**src/rtl/line_buffer_ctrl_pkg.sv**
```systemverilog
// Shared types and width helpers for the binary line buffer pipeline
// (controller, line RAMs, window assembler).
package line_buffer_ctrl_pkg;

  typedef enum logic [1:0] {
    StIdle,
    StFill,
    StRun,
    StDone
  } state_e;

  function automatic int unsigned addr_width(input int unsigned image_width);
    return $clog2(image_width + 1);
  endfunction

  function automatic int unsigned row_width(input int unsigned image_height);
    return $clog2(image_height + 1);
  endfunction

endpackage

```
**src/rtl/line_buffer_ctrl_wrap_counter.sv**
```systemverilog
// Modulo counter: advances on enable, wraps to 0 after Modulus-1 with a
// combinational wrap strobe in the wrapping cycle.
module line_buffer_ctrl_wrap_counter #(
  parameter int unsigned Modulus = 7,
  parameter int unsigned Width   = $clog2(Modulus + 1)
) (
  input  logic             clock,
  input  logic             reset,
  input  logic             enable,
  output logic [Width-1:0] count,
  output logic             wrap
);

  logic [Width-1:0] count_q, count_d;

  assign wrap  = enable & (count_q == Width'(Modulus - 1));
  assign count = count_q;

  always_comb begin
    count_d = count_q;
    if (enable) begin
      count_d = wrap ? '0 : count_q + Width'(1);
    end
  end

  always_ff @(posedge clock) begin
    if (reset) begin
      count_q <= '0;
    end else begin
      count_q <= count_d;
    end
  end

endmodule

```
**src/rtl/line_buffer_ctrl.sv**
```systemverilog
// Line buffer sequencer: accepts a raster 1-bit pixel stream, drives the line RAM
// write port and flags pixels that complete a WindowSize x WindowSize window.
module line_buffer_ctrl
  import line_buffer_ctrl_pkg::*;
#(
  parameter int unsigned ImageWidth  = 7,
  parameter int unsigned ImageHeight = 7,
  parameter int unsigned WindowSize  = 3,
  localparam int unsigned AddrW      = addr_width(ImageWidth),
  localparam int unsigned RowW       = row_width(ImageHeight)
) (
  input  logic            clock,
  input  logic            reset,
  input  logic            start,
  input  logic            stall,
  input  logic            in_valid,
  input  logic            in_data,
  output logic            in_ready,
  output logic            write_enable,
  output logic [AddrW-1:0] addr,
  output logic            data,
  output logic [AddrW-1:0] column,
  output logic [RowW-1:0]  row,
  output logic            window_valid,
  output logic            busy,
  output logic            frame_done
);

  localparam logic [RowW-1:0]  FillLastRow = RowW'(WindowSize - 2);
  localparam logic [RowW-1:0]  WinMinRow   = RowW'(WindowSize - 1);
  localparam logic [AddrW-1:0] WinMinCol   = AddrW'(WindowSize - 1);

  state_e state_q, state_d;
  logic   accept;
  logic   col_wrap;
  logic   row_wrap;

  line_buffer_ctrl_wrap_counter #(
    .Modulus(ImageWidth),
    .Width  (AddrW)
  ) u_col_cnt (
    .clock (clock),
    .reset (reset),
    .enable(accept),
    .count (column),
    .wrap  (col_wrap)
  );

  line_buffer_ctrl_wrap_counter #(
    .Modulus(ImageHeight),
    .Width  (RowW)
  ) u_row_cnt (
    .clock (clock),
    .reset (reset),
    .enable(col_wrap),
    .count (row),
    .wrap  (row_wrap)
  );

  // Reset is folded into the handshake so a reset cycle never writes the RAM.
  assign in_ready     = ((state_q == StFill) | (state_q == StRun)) & ~stall & ~reset;
  assign accept       = in_valid & in_ready;
  assign write_enable = accept;
  assign data         = in_data;
  assign addr         = column;
  assign window_valid = accept & (row >= WinMinRow) & (column >= WinMinCol);
  assign busy         = (state_q != StIdle) & ~reset;
  assign frame_done   = (state_q == StDone) & ~reset;

  always_comb begin
    state_d = state_q;
    unique case (state_q)
      StIdle: if (start) state_d = StFill;
      StFill: if (col_wrap && (row == FillLastRow)) state_d = StRun;
      StRun:  if (row_wrap) state_d = StDone;
      StDone: state_d = StIdle;
      default: state_d = StIdle;
    endcase
  end

  always_ff @(posedge clock) begin
    if (reset) begin
      state_q <= StIdle;
    end else begin
      state_q <= state_d;
    end
  end

endmodule

```
**config.mk**
```make
export PLATFORM = sky130hd
export DESIGN_NAME = line_buffer_ctrl
export DESIGN_NICKNAME = d
export VERILOG_FILES = /design/src/rtl/line_buffer_ctrl_pkg.sv /design/src/rtl/line_buffer_ctrl_wrap_counter.sv /design/src/rtl/line_buffer_ctrl.sv
export SDC_FILE = /design/constraint.sdc
export NUM_CORES = 1
export LEC_CHECK = 0
export ABC_AREA = 0
export CAP_MARGIN = 10
export CORE_AREA = 3 3 40 42
export DETAILED_ROUTE_END_ITERATION = 12
export DIE_AREA = 0 0 43 45
export MAX_ROUTING_LAYER = met4
export PLACE_DENSITY = 0.78
export SETUP_SLACK_MARGIN = 0.05
export SKIP_LAST_GASP = 1
export SYNTH_ARGS = -nofsm -noshare
export SYNTH_HDL_FRONTEND = slang
export SYNTH_HIERARCHICAL = 1
export SYNTH_SLANG_ARGS = --single-unit
```
**constraint.sdc**
```tcl
create_clock -name clock -period 4.7 [get_ports clock]
set_input_delay 1.175 -clock clock [delete_from_list [all_inputs] [get_ports clock]]
set_output_delay 1.175 -clock clock [all_outputs]
set_load 0.02 [all_outputs]
```
==> out/metrics.csv <==
stage,metric,value,unit
outcome,status,completed,
layout,final_cell_area,764,um2
cts,cts.sinks,8,
hold_path,hold_class,reg2reg,
cts,cts_tree,yes,
place,place_congestion,0.741,
timing,hold_viol,0,
die,initial_core_util,44.0,%
die,die-area,0.00194,mm2
cts,cts_resized,0,
timing,period_needed,4.17,ns
layout,nFillCells,130,
cts,postCtsSetupRepairBufs,0,
pwr,powerDensity,324,mW/mm2
logic_synthesis,syn_nets,76,
detailed_routing,vias,497,
detailed_routing,drtIter0Drc,7,
pwr,pwr-share-clk,21.6,%
worst_setup_path,cp-start-kind,input pin,
global_routing,grt_max_degree,12,
global_routing,grt_pass1_vias,446,
global_routing,gr-total-overflow,0,
place,io_buffers,18,
worst_setup_path,cp_max_fo,8,
layout,area_growth,35.2,%
global_routing,busiest_layer,met2,
worst_setup_path,worstPathRequired,3.52,ns
timing,relSlewSlack,72.9,%
worst_setup_path,ff2ff_setup_slack,2.18,ns
place,hpwlAfterDp,969,um
logic_synthesis,synth_area_per_cell,9.27,um2
detailed_routing,drtPass1Iterations,4,
pwr,sequentialPowerShare,34.9,%
worst_setup_path,endpoint_kind,output port,
global_routing,use_met1,16.4,%
cts,htree_num_levels,1,
pwr,switching_share,35.5,%
die,io_pins,21,
global_routing,met2_usage,24.3,%
worst_setup_path,reg2reg_depth,9,
worst_setup_path,critical_path_arrival,3.00,ns
global_routing,grt_use_total,14.8,%
logic_synthesis,synth-seq-cells,8,
timing,worst_pin_slew,0.396,ns
timing,drv_slew,0,
timing,skew,0.00355,ns
logic_synthesis,ys_warn_count,6,
die,rows,13,
die,die_w,43,um
detailed_routing,detail-route-antenna-nets,0,
layout,final_nets,96,
cts,root_buffer,clkbuf_4,
logic_synthesis,seq_area_frac_synth,28.3,%
cts,hold_buffers,0,
layout,final_core_util,59.5,%
pwr,comb_power_share,43.6,%
die,core_area,0.00128,mm2
detailed_routing,routed_wl,1240,um
timing,post-route-period-util,88.8,%
detailed_routing,via_per_inst,5.29,
flow_run,drv_cap,0,
cts,cts_buffer_depth,2,
cts,clock_latency,0.25,ns
detailed_routing,wl_per_cell,13.2,um
pwr,peakVddDrop,0.000201,V
layout,diodes,0,
die,fp.dieH,45,um
timing,rsz0062_at_grt,no,
logic_synthesis,syn-cell-area,566,um2
global_routing,grt_pass1_wl,2020,um
worst_setup_path,worstSetupPathType,in2out,
timing,max_freq,240,MHz
global_routing,antenna_found_initial,0,
timing,fin_tns_setup,0,ns
hold_path,hold_depth,2,
logic_synthesis,synthesis.instances,61,
place,placed_area,742,um2
pwr,p_sw,0.0000881,W
layout,drive_above_1_share,11.4,%
pwr,internal-power,0.000160,W
detailed_routing,drcViolationCount,0,
timing,setup_viol,0,
logic_synthesis,synth_cell_types,21,
global_routing,use_met3,5.98,%
pwr,p_leak,0.338,nW
cts,numCtsBuffers,3,
cts,cts.clk_slew.worst_paths,0.06,ns
-- worst max-delay path, cell delays in order --
cell and delay [ns]:
clkdlybuf4s50_1 0.45, nor3b_1 0.25, and2_1 0.31, o221a_2 0.22
clkdlybuf4s50_1 0.59
-- cells in the mapped netlist --
master	count	area (um2)
a2111oi_0	1	8.76
a211oi_1	1	7.51
a21oi_1	6	30.0
a221o_1	1	10.0
and2_1	1	6.26
and3_2	2	15.0
buf_4	4	30.0
dfxtp_1	8	160
ha_1	9	113
inv_1	5	18.8
mux2i_1	3	30.0
nand2_1	2	7.51
nand2b_1	4	25.0
nand3_1	2	10.0
nand4bb_1	1	11.3
nor2_1	3	11.3
nor2b_1	2	12.5
nor3_2	2	20.0
nor3b_1	1	7.51
o211a_1	2	20.0
o221a_2	1	11.3
-- routing by layer --
layer  wire length [um]  part of all wire [%]  vias to the layer above
li1                   -                     -                      250
met3                 61                   4.9                        2
met4                 19                   1.5                        0
met2                631                    51                       15
met5                  0                     0                        -
met1                531                    43                      230
-- cell usage in the layout (no fill, tap or decap), types with 2 or more instances in the layout --
master           Yosys  layout
a21oi_1              6       6
ha_1                 9       9
nor2b_1              2       2
inv_1                5       5
o211a_1              2       2
nor3_2               2       2
nor2_1               3       3
and3_2               2       2
mux2i_1              3       3
clkdlybuf4s50_1      0      18
dfxtp_1              8       8
nand2b_1             4       4
nand3_1              2       2
nand2_1              2       2
clkbuf_4             0       3
-- registers in the layout, indices dropped and copies added (netlist names) --
register         cells
u_col_cnt/count      3
u_row_cnt/count      3
state_q              2
-- area by class of cell --
| cell class | instances | area, um2 | share of cell area, % |
|---|---|---|---|
| sequential | 8 | 160 | 20.9 |
| inverter | 5 | 18.8 | 2.45 |
| tap | 15 | 18.8 | 2.45 |
| timing repair buffer | 19 | 188 | 24.5 |
| multi-input combinational | 44 | 357 | 46.6 |
| clock buffer | 3 | 22.5 | 2.95 |
-- power groups by stage --
| stage | clock network [W] | registers (W) | logic, W |
|---|---|---|---|
| after floorplan | 0 | 0.0000870 | 0.0000729 |
| after global placement | 0 | 0.0000877 | 0.000103 |
| after detailed placement | 0 | 0.0000882 | 0.000108 |
| after CTS | 0.0000578 | 0.0000866 | 0.000108 |
| after global routing | 0.0000601 | 0.0000884 | 0.000120 |
| final | 0.0000535 | 0.0000865 | 0.000108 |
-- logic make-up after synthesis --
logic type | Yosys count | share of synthesized area, %
AO/OA/AOI/OAI | 12 | 15.5
multiplexers | 3 | 5.31
adder cells (fa/ha/maj) | 9 | 19.9
AND/OR/NAND/NOR | 20 | 22.3
buffers and inverters | 9 | 8.63
flip-flops | 8 | 28.3
-- per-stage QoR --
stage	power, W	cells	hold WS, ns	setup WS, ns
after floorplan	0.000160	61	0.484	1.01
after global placement	0.000190	91	0.511	0.552
after detailed placement	0.000196	91	0.518	0.507
after CTS	0.000252	94	0.527	0.519
after global routing	0.000268	94	0.560	0.410
final	0.000248	94	0.519	0.527
-- worst paths after layout --
| check | start | to |
|---|---|---|
| hold reg to reg | state_q[1]$_SDFFE_PP0P_ | state_q[1]$_SDFFE_PP0P_ |
| hold / removal | state_q[1]$_SDFFE_PP0P_ | state_q[1]$_SDFFE_PP0P_ |
| setup / recovery | reset | window_valid |
| setup reg to reg | state_q[0]$_SDFFE_PP0P_ | state_q[0]$_SDFFE_PP0P_ |
Note: power is estimated with default switching activity, not from simulation.
